$ cat config.mk
export PLATFORM = sky130hd
export DESIGN_NAME = conv_param_seq
export DESIGN_NICKNAME = d
export VERILOG_FILES = /design/src/rtl/conv_param_seq_pkg.sv /design/src/rtl/conv_param_seq_counter.sv /design/src/rtl/conv_param_seq.sv
export SDC_FILE = /design/constraint.sdc
export NUM_CORES = 1
export LEC_CHECK = 0
export CORE_AREA = 2 2 170 172
export CTS_BUF_LIST = sky130_fd_sc_hd__clkbuf_16
export CTS_CLUSTER_DIAMETER = 120
export DETAILED_ROUTE_END_ITERATION = 16
export DIE_AREA = 0 0 172 174
export GPL_ROUTABILITY_DRIVEN = 0
export GPL_TIMING_DRIVEN = 0
export PLACE_DENSITY = 0.62
export SYNTH_ARGS = -nofsm -noshare
export SYNTH_HDL_FRONTEND = slang
export SYNTH_SLANG_ARGS = --single-unit
$ cat constraint.sdc
create_clock -name clk_i -period 5.9 [get_ports clk_i]
set_input_delay 0.885 -clock clk_i [delete_from_list [all_inputs] [get_ports clk_i]]
set_output_delay 0.885 -clock clk_i [all_outputs]
set_load 0.05 [all_outputs]
$ cat src/rtl/conv_param_seq_pkg.sv
// Shared types and constants for the conv parameter sequencer.
// Parameter memory is organised as four banks per filter: three weight banks and one bias bank.
package conv_param_seq_pkg;

    typedef enum logic [2:0] {
        ST_IDLE,
        ST_LOAD,
        ST_RB_RD,
        ST_RB_OUT,
        ST_STREAM
    } state_t;

    localparam int unsigned BANK_BW = 2;

    localparam logic [BANK_BW-1:0] BANK_W0   = 2'd0;
    localparam logic [BANK_BW-1:0] BANK_W1   = 2'd1;
    localparam logic [BANK_BW-1:0] BANK_W2   = 2'd2;
    localparam logic [BANK_BW-1:0] BANK_BIAS = 2'd3;

    // Bias value lives in the low bits of a parameter word.
    localparam int unsigned BIAS_BW = 32;

endpackage

$ cat src/rtl/conv_param_seq_counter.sv
// seq_counter: walks (addr, bank) in addr-major, bank-minor order.
// Shared by the load and readback paths; last_o marks the final bias word.
module seq_counter
    import conv_param_seq_pkg::*;
#(
    parameter int unsigned NUM_FILTERS = 8,
    parameter int unsigned ADDR_BW     = 3
) (
    input  logic               clk_i,
    input  logic               rst_i,
    input  logic               clr_i,
    input  logic               adv_i,
    output logic [ADDR_BW-1:0] addr_o,
    output logic [BANK_BW-1:0] bank_o,
    output logic               last_o
);

    logic [ADDR_BW-1:0] r_addr;
    logic [BANK_BW-1:0] r_bank;
    logic [BANK_BW-1:0] w_bank_nxt;
    logic               w_addr_last;

    assign w_addr_last = (r_addr == ADDR_BW'(NUM_FILTERS - 1));

    always_comb begin
        w_bank_nxt = BANK_W0;
        case (r_bank)
            BANK_W0: w_bank_nxt = BANK_W1;
            BANK_W1: w_bank_nxt = BANK_W2;
            BANK_W2: w_bank_nxt = BANK_BIAS;
            default: w_bank_nxt = BANK_W0;
        endcase
    end

    always_ff @(posedge clk_i) begin
        if (rst_i || clr_i) begin
            r_addr <= '0;
            r_bank <= BANK_W0;
        end else if (adv_i) begin
            r_bank <= w_bank_nxt;
            if (r_bank == BANK_BIAS) begin
                r_addr <= w_addr_last ? '0 : r_addr + ADDR_BW'(1);
            end
        end
    end

    assign addr_o = r_addr;
    assign bank_o = r_bank;
    assign last_o = w_addr_last && (r_bank == BANK_BIAS);

endmodule

$ cat src/rtl/conv_param_seq.sv
// Conv parameter sequencer: loads/reads back the parameter memory and gates
// feature vectors into the conv datapath in FRAME_LEN-sized frames.
module conv_param_seq
    import conv_param_seq_pkg::*;
#(
    parameter int unsigned  FRAME_LEN   = 50,
    parameter int unsigned  COLUMN_LEN  = 13,
    parameter int unsigned  NUM_FILTERS = 8,
    localparam int unsigned VECTOR_BW   = COLUMN_LEN * 8,
    localparam int unsigned ADDR_BW     = $clog2(NUM_FILTERS)
) (
    input  logic                 clk_i,
    input  logic                 rst_i,
    input  logic                 load_start_i,
    input  logic                 readback_start_i,
    input  logic                 stream_en_i,
    input  logic [VECTOR_BW-1:0] cfg_data_i,
    input  logic                 cfg_valid_i,
    output logic                 cfg_ready_o,
    output logic [VECTOR_BW-1:0] rb_data_o,
    output logic                 rb_valid_o,
    input  logic                 rb_ready_i,
    output logic                 mem_rd_en_o,
    output logic                 mem_wr_en_o,
    output logic [BANK_BW-1:0]   mem_bank_o,
    output logic [ADDR_BW-1:0]   mem_addr_o,
    output logic [VECTOR_BW-1:0] mem_wr_data_o,
    input  logic [VECTOR_BW-1:0] mem_rd_data_i,
    input  logic                 feat_valid_i,
    output logic                 feat_ready_o,
    output logic                 conv_valid_o,
    output logic                 conv_last_o,
    input  logic                 conv_ready_i,
    output logic                 loaded_o,
    output logic                 busy_o
);

    localparam int unsigned FRAME_BW = (FRAME_LEN > 1) ? $clog2(FRAME_LEN) : 1;

    if (VECTOR_BW < BIAS_BW) begin : g_width_chk
        $error("parameter word narrower than bias field");
    end

    state_t               r_state;
    state_t               w_state_nxt;
    logic                 r_loaded;
    logic [FRAME_BW-1:0]  r_frame;
    logic [FRAME_BW-1:0]  w_frame_nxt;
    logic [VECTOR_BW-1:0] r_rb_hold;
    logic                 r_hold_vld;

    logic                 w_cnt_clr;
    logic                 w_cnt_adv;
    logic                 w_cnt_last;
    logic [ADDR_BW-1:0]   w_addr;
    logic [BANK_BW-1:0]   w_bank;
    logic                 w_conv_hs;
    logic                 w_frame_last;

    seq_counter #(
        .NUM_FILTERS (NUM_FILTERS),
        .ADDR_BW     (ADDR_BW)
    ) u_seq_counter (
        .clk_i  (clk_i),
        .rst_i  (rst_i),
        .clr_i  (w_cnt_clr),
        .adv_i  (w_cnt_adv),
        .addr_o (w_addr),
        .bank_o (w_bank),
        .last_o (w_cnt_last)
    );

    assign w_conv_hs    = (r_state == ST_STREAM) && feat_valid_i && conv_ready_i;
    assign w_frame_last = (r_frame == FRAME_BW'(FRAME_LEN - 1));

    always_comb begin
        w_frame_nxt = r_frame;
        if (w_conv_hs) begin
            w_frame_nxt = w_frame_last ? '0 : r_frame + FRAME_BW'(1);
        end
    end

    // Next-state and handshake decode; stream exit waits for the frame boundary.
    always_comb begin
        w_state_nxt   = r_state;
        w_cnt_clr     = 1'b0;
        w_cnt_adv     = 1'b0;
        cfg_ready_o   = 1'b0;
        mem_wr_en_o   = 1'b0;
        mem_rd_en_o   = 1'b0;
        mem_wr_data_o = '0;
        rb_valid_o    = 1'b0;
        feat_ready_o  = 1'b0;
        conv_valid_o  = 1'b0;
        case (r_state)
            ST_IDLE: begin
                if (load_start_i) begin
                    w_state_nxt = ST_LOAD;
                    w_cnt_clr   = 1'b1;
                end else if (readback_start_i) begin
                    w_state_nxt = ST_RB_RD;
                    w_cnt_clr   = 1'b1;
                end else if (stream_en_i && r_loaded) begin
                    w_state_nxt = ST_STREAM;
                end
            end
            ST_LOAD: begin
                cfg_ready_o   = 1'b1;
                mem_wr_en_o   = cfg_valid_i;
                mem_wr_data_o = cfg_data_i;
                w_cnt_adv     = cfg_valid_i;
                if (cfg_valid_i && w_cnt_last) begin
                    w_state_nxt = ST_IDLE;
                end
            end
            ST_RB_RD: begin
                mem_rd_en_o = 1'b1;
                w_state_nxt = ST_RB_OUT;
            end
            ST_RB_OUT: begin
                rb_valid_o = r_hold_vld;
                if (r_hold_vld && rb_ready_i) begin
                    w_cnt_adv   = 1'b1;
                    w_state_nxt = w_cnt_last ? ST_IDLE : ST_RB_RD;
                end
            end
            ST_STREAM: begin
                feat_ready_o = conv_ready_i;
                conv_valid_o = feat_valid_i;
                if (!stream_en_i && (w_frame_nxt == '0)) begin
                    w_state_nxt = ST_IDLE;
                end
            end
            default: w_state_nxt = ST_IDLE;
        endcase
    end

    always_ff @(posedge clk_i) begin
        if (rst_i) begin
            r_state    <= ST_IDLE;
            r_loaded   <= 1'b0;
            r_frame    <= '0;
            r_hold_vld <= 1'b0;
        end else begin
            r_state    <= w_state_nxt;
            r_frame    <= w_frame_nxt;
            r_hold_vld <= (r_state == ST_RB_OUT) && !(r_hold_vld && rb_ready_i);
            if ((r_state == ST_IDLE) && load_start_i) begin
                r_loaded <= 1'b0;
            end else if ((r_state == ST_LOAD) && cfg_valid_i && w_cnt_last) begin
                r_loaded <= 1'b1;
            end
        end
    end

    // Memory data arrives the cycle after the read strobe; latch it once per word.
    always_ff @(posedge clk_i) begin
        if ((r_state == ST_RB_OUT) && !r_hold_vld) begin
            r_rb_hold <= mem_rd_data_i;
        end
    end

    assign rb_data_o   = r_rb_hold;
    assign mem_bank_o  = w_bank;
    assign mem_addr_o  = w_addr;
    assign conv_last_o = conv_valid_o && w_frame_last;
    assign loaded_o    = r_loaded;
    assign busy_o      = (r_state != ST_IDLE);

endmodule

==> out/metrics.yaml <==
status: "completed"
holdPathEnd: "u_seq_counter.addr_o[1]$_SDFFE_PP0P_"
syn-cell-area_um2: 4840
cts.htree.levels: 4
tightestPinTransition_ps: 678
cts_root_buf: "clkbuf_16"
drt_pass1_iterations: 4
core-area_um2: 28200
critPathCaptureType: "output pin"
synth_flop_cell: "edfxtp_1"
worst-r2r-setup-slack_ps: 4040
drc: 0
fin_nets: 1024
area_delta_synth_final_pct: 113
grt_pass1_vias: 4615
post-route-min-period_ps: 3690
synth_edf_count: 104
post_cts_resized: 0
design_area_um2: 10300
crit_arrival_ps: 2800
drive_gt1_share_pct: 6.03
grt_max_degree: 35
cap_violations: 0
setup_viol: 0
diodes: 0
hpwl_mm: 17.2
syn_nets: 564
wl_per_cell_um: 17.1
ys_seq_area_share_pct: 71.2
dieArea_um2: 29900
cts_buffer_depth: 2
rows: 62
startpoint_type: "register"
pre_cts_ws_ps: 2330
place_area_um2: 9770
hold_path_depth: 2
io_buffers: 438
drv_slew: 0
dp_cells: 1165
cts_setup_buffers: 0
vias: 4456
fin_crit_sh_pct: 62.5
p_per_area_nw_per_um2: 248
required_ps: 5020
synth_cell_types: 49
peakVddDrop_mv: 0.163
power_leakage_nw: 3.61
slew_headroom_pct: 54.7
clk_pin_slew_worst_paths_ps: 60
drt-total-wl_mm: 20.5
worstSetupPathType: "reg -> out"
start_util_pct: 17.1
gr-total-overflow: 0
clk_latency_ps: 410
grt_first_pass_wirelength_mm: 28.3
fp.dieW_um: 172
ant_nets: 0
dr.first_iter.drc_count: 156
via_per_inst: 3.73
seq_area_um2: 3440
worstRegToRegCells: 4
dieHeight_um: 174
cts_tree: "yes"
regToRegEndpoint: "rb_data_o[2]$_DFFE_PP_"
skew_ps: 8.19
ys_ff_latch: 120
clock_sinks: 120
fmax_mhz: 271
fin_cells: 1196
numCtsBuffers: 17
worstHoldStart: "u_seq_counter.addr_o[1]$_SDFFE_PP0P_"
postCtsHoldBufs: 0
multi_input_area_um2: 1320
fillCellCount: 2766
rsz0062_at_grt: "no"
ys_warn_count: 0
synthCells: 340
fin_ws_ps: 2210
tns_ps: 0
syn-mean-instance-area_um2: 14.2
num_io_pins: 439
hold_viol_final: 0
hold_path_class: "reg -> reg"
async_flop_share_pct: 0
antenna_found_initial: 0
rr_startpoint: "r_state[0]$_SDFFE_PP0P_"
grt_usage_pct: 13.1
cp_max_fo: 10
[critical path, cell delays in order (launching register included)]
cell             delay [ps]
dfxtp_1                 470
nand2b_1                190
nor2_4                  220
clkbuf_1                380
and2_1                  190
clkdlybuf4s50_1         920
[per-stage QoR]
step                total power [mW]  utilization [%]  hold WS, ps
finish                          2.55             36.4          476
global route                    2.66             36.4          509
CTS                             2.59             36.4          477
detailed placement              1.66             34.6          470
global placement                1.66             34.4          467
floorplan                       1.33                -          508
[sequential cells by signal, indices dropped and copies added (netlist names)]
register and count:
rb_data_o 104, r_frame 6, r_state 3, u_seq_counter.addr_o 3
u_seq_counter.bank_o 2, loaded_o 1, r_hold_vld 1
[cell usage in the layout, fill, tap and decap left out, types with 2 or more instances in the layout]
| cell | count |
|---|---|
| ha_1 | 7 |
| clkinv_2 | 7 |
| and2_1 | 106 |
| a21oi_1 | 12 |
| inv_1 | 9 |
| clkbuf_16 | 17 |
| nor3_1 | 4 |
| a31oi_1 | 3 |
| nand3_1 | 6 |
| a21o_1 | 2 |
| edfxtp_1 | 104 |
| buf_12 | 3 |
| nor2_1 | 18 |
| clkbuf_1 | 7 |
| nor2_4 | 2 |
| clkbuf_2 | 4 |
| dfxtp_1 | 16 |
| clkdlybuf4s50_1 | 438 |
| nand2_1 | 10 |
[worst max-delay path by stage]
stage | end | startpoint
6_report | mem_wr_data_o[51] | r_state[0]$_SDFFE_PP0P_
3_3_place_gp | rb_data_o[31]$_DFFE_PP_ | r_state[0]$_SDFFE_PP0P_
4_1_cts | mem_wr_data_o[51] | r_state[0]$_SDFFE_PP0P_
3_5_place_dp | feat_ready_o | conv_ready_i
5_1_grt | mem_wr_data_o[65] | r_state[0]$_SDFFE_PP0P_
2_1_floorplan | rb_data_o[0]$_DFFE_PP_ | r_state[0]$_SDFFE_PP0P_
[area by class of cell]
class                      instances  area share (%)
clock inverter                    14           0.936
sequential                       120            33.5
clock buffer                      17            4.13
multi-input combinational        201            12.8
tap                              384            4.67
buffer                            13           0.571
inverter                           6           0.219
timing repair buffer             441            43.2
[routing by layer]
layer,wire (um),vias to the layer above,GRT usage [%]
met5,0,-,0
met4,219,0,3.36
met3,2160,15,5.33
met2,11200,291,25.9
met1,6910,2033,12.3
li1,-,2117,-
[Yosys cell counts (all sizes together), types with 2 or more instances]
master / n / area, um2
a31oi: 3 / 18.8
a21o: 2 / 15.0
nand2b: 2 / 20.0
dfxtp: 16 / 320
edfxtp: 104 / 3120
clkbuf: 11 / 46.3
inv: 6 / 22.5
nand2: 12 / 55.1
and2: 106 / 663
nor2: 20 / 82.6
nor3: 5 / 30.0
ha: 7 / 87.6
a21oi: 13 / 76.3
nand3: 7 / 40.0
buf: 2 / 12.5
[where the power goes]
group	internal, mW	switching, mW	total, mW
combinational	0.289	0.394	0.683
sequential	0.943	0.00693	0.950
clock	0.563	0.353	0.916
[kinds of logic (layout without fill, tap and decap cells)]
logic type | Yosys count | in the layout | share of synthesized area [%]
compound gates | 29 | 29 | 4.66
xor+xnor | 1 | 1 | 0.181
fa+ha+maj | 7 | 7 | 1.81
buf+inv | 19 | 491 | 1.68
flops | 120 | 120 | 71.2
mux | 1 | 1 | 0.207
simple gates | 163 | 163 | 20.3
No activity file was read; power rests on OpenSTA's default activity.
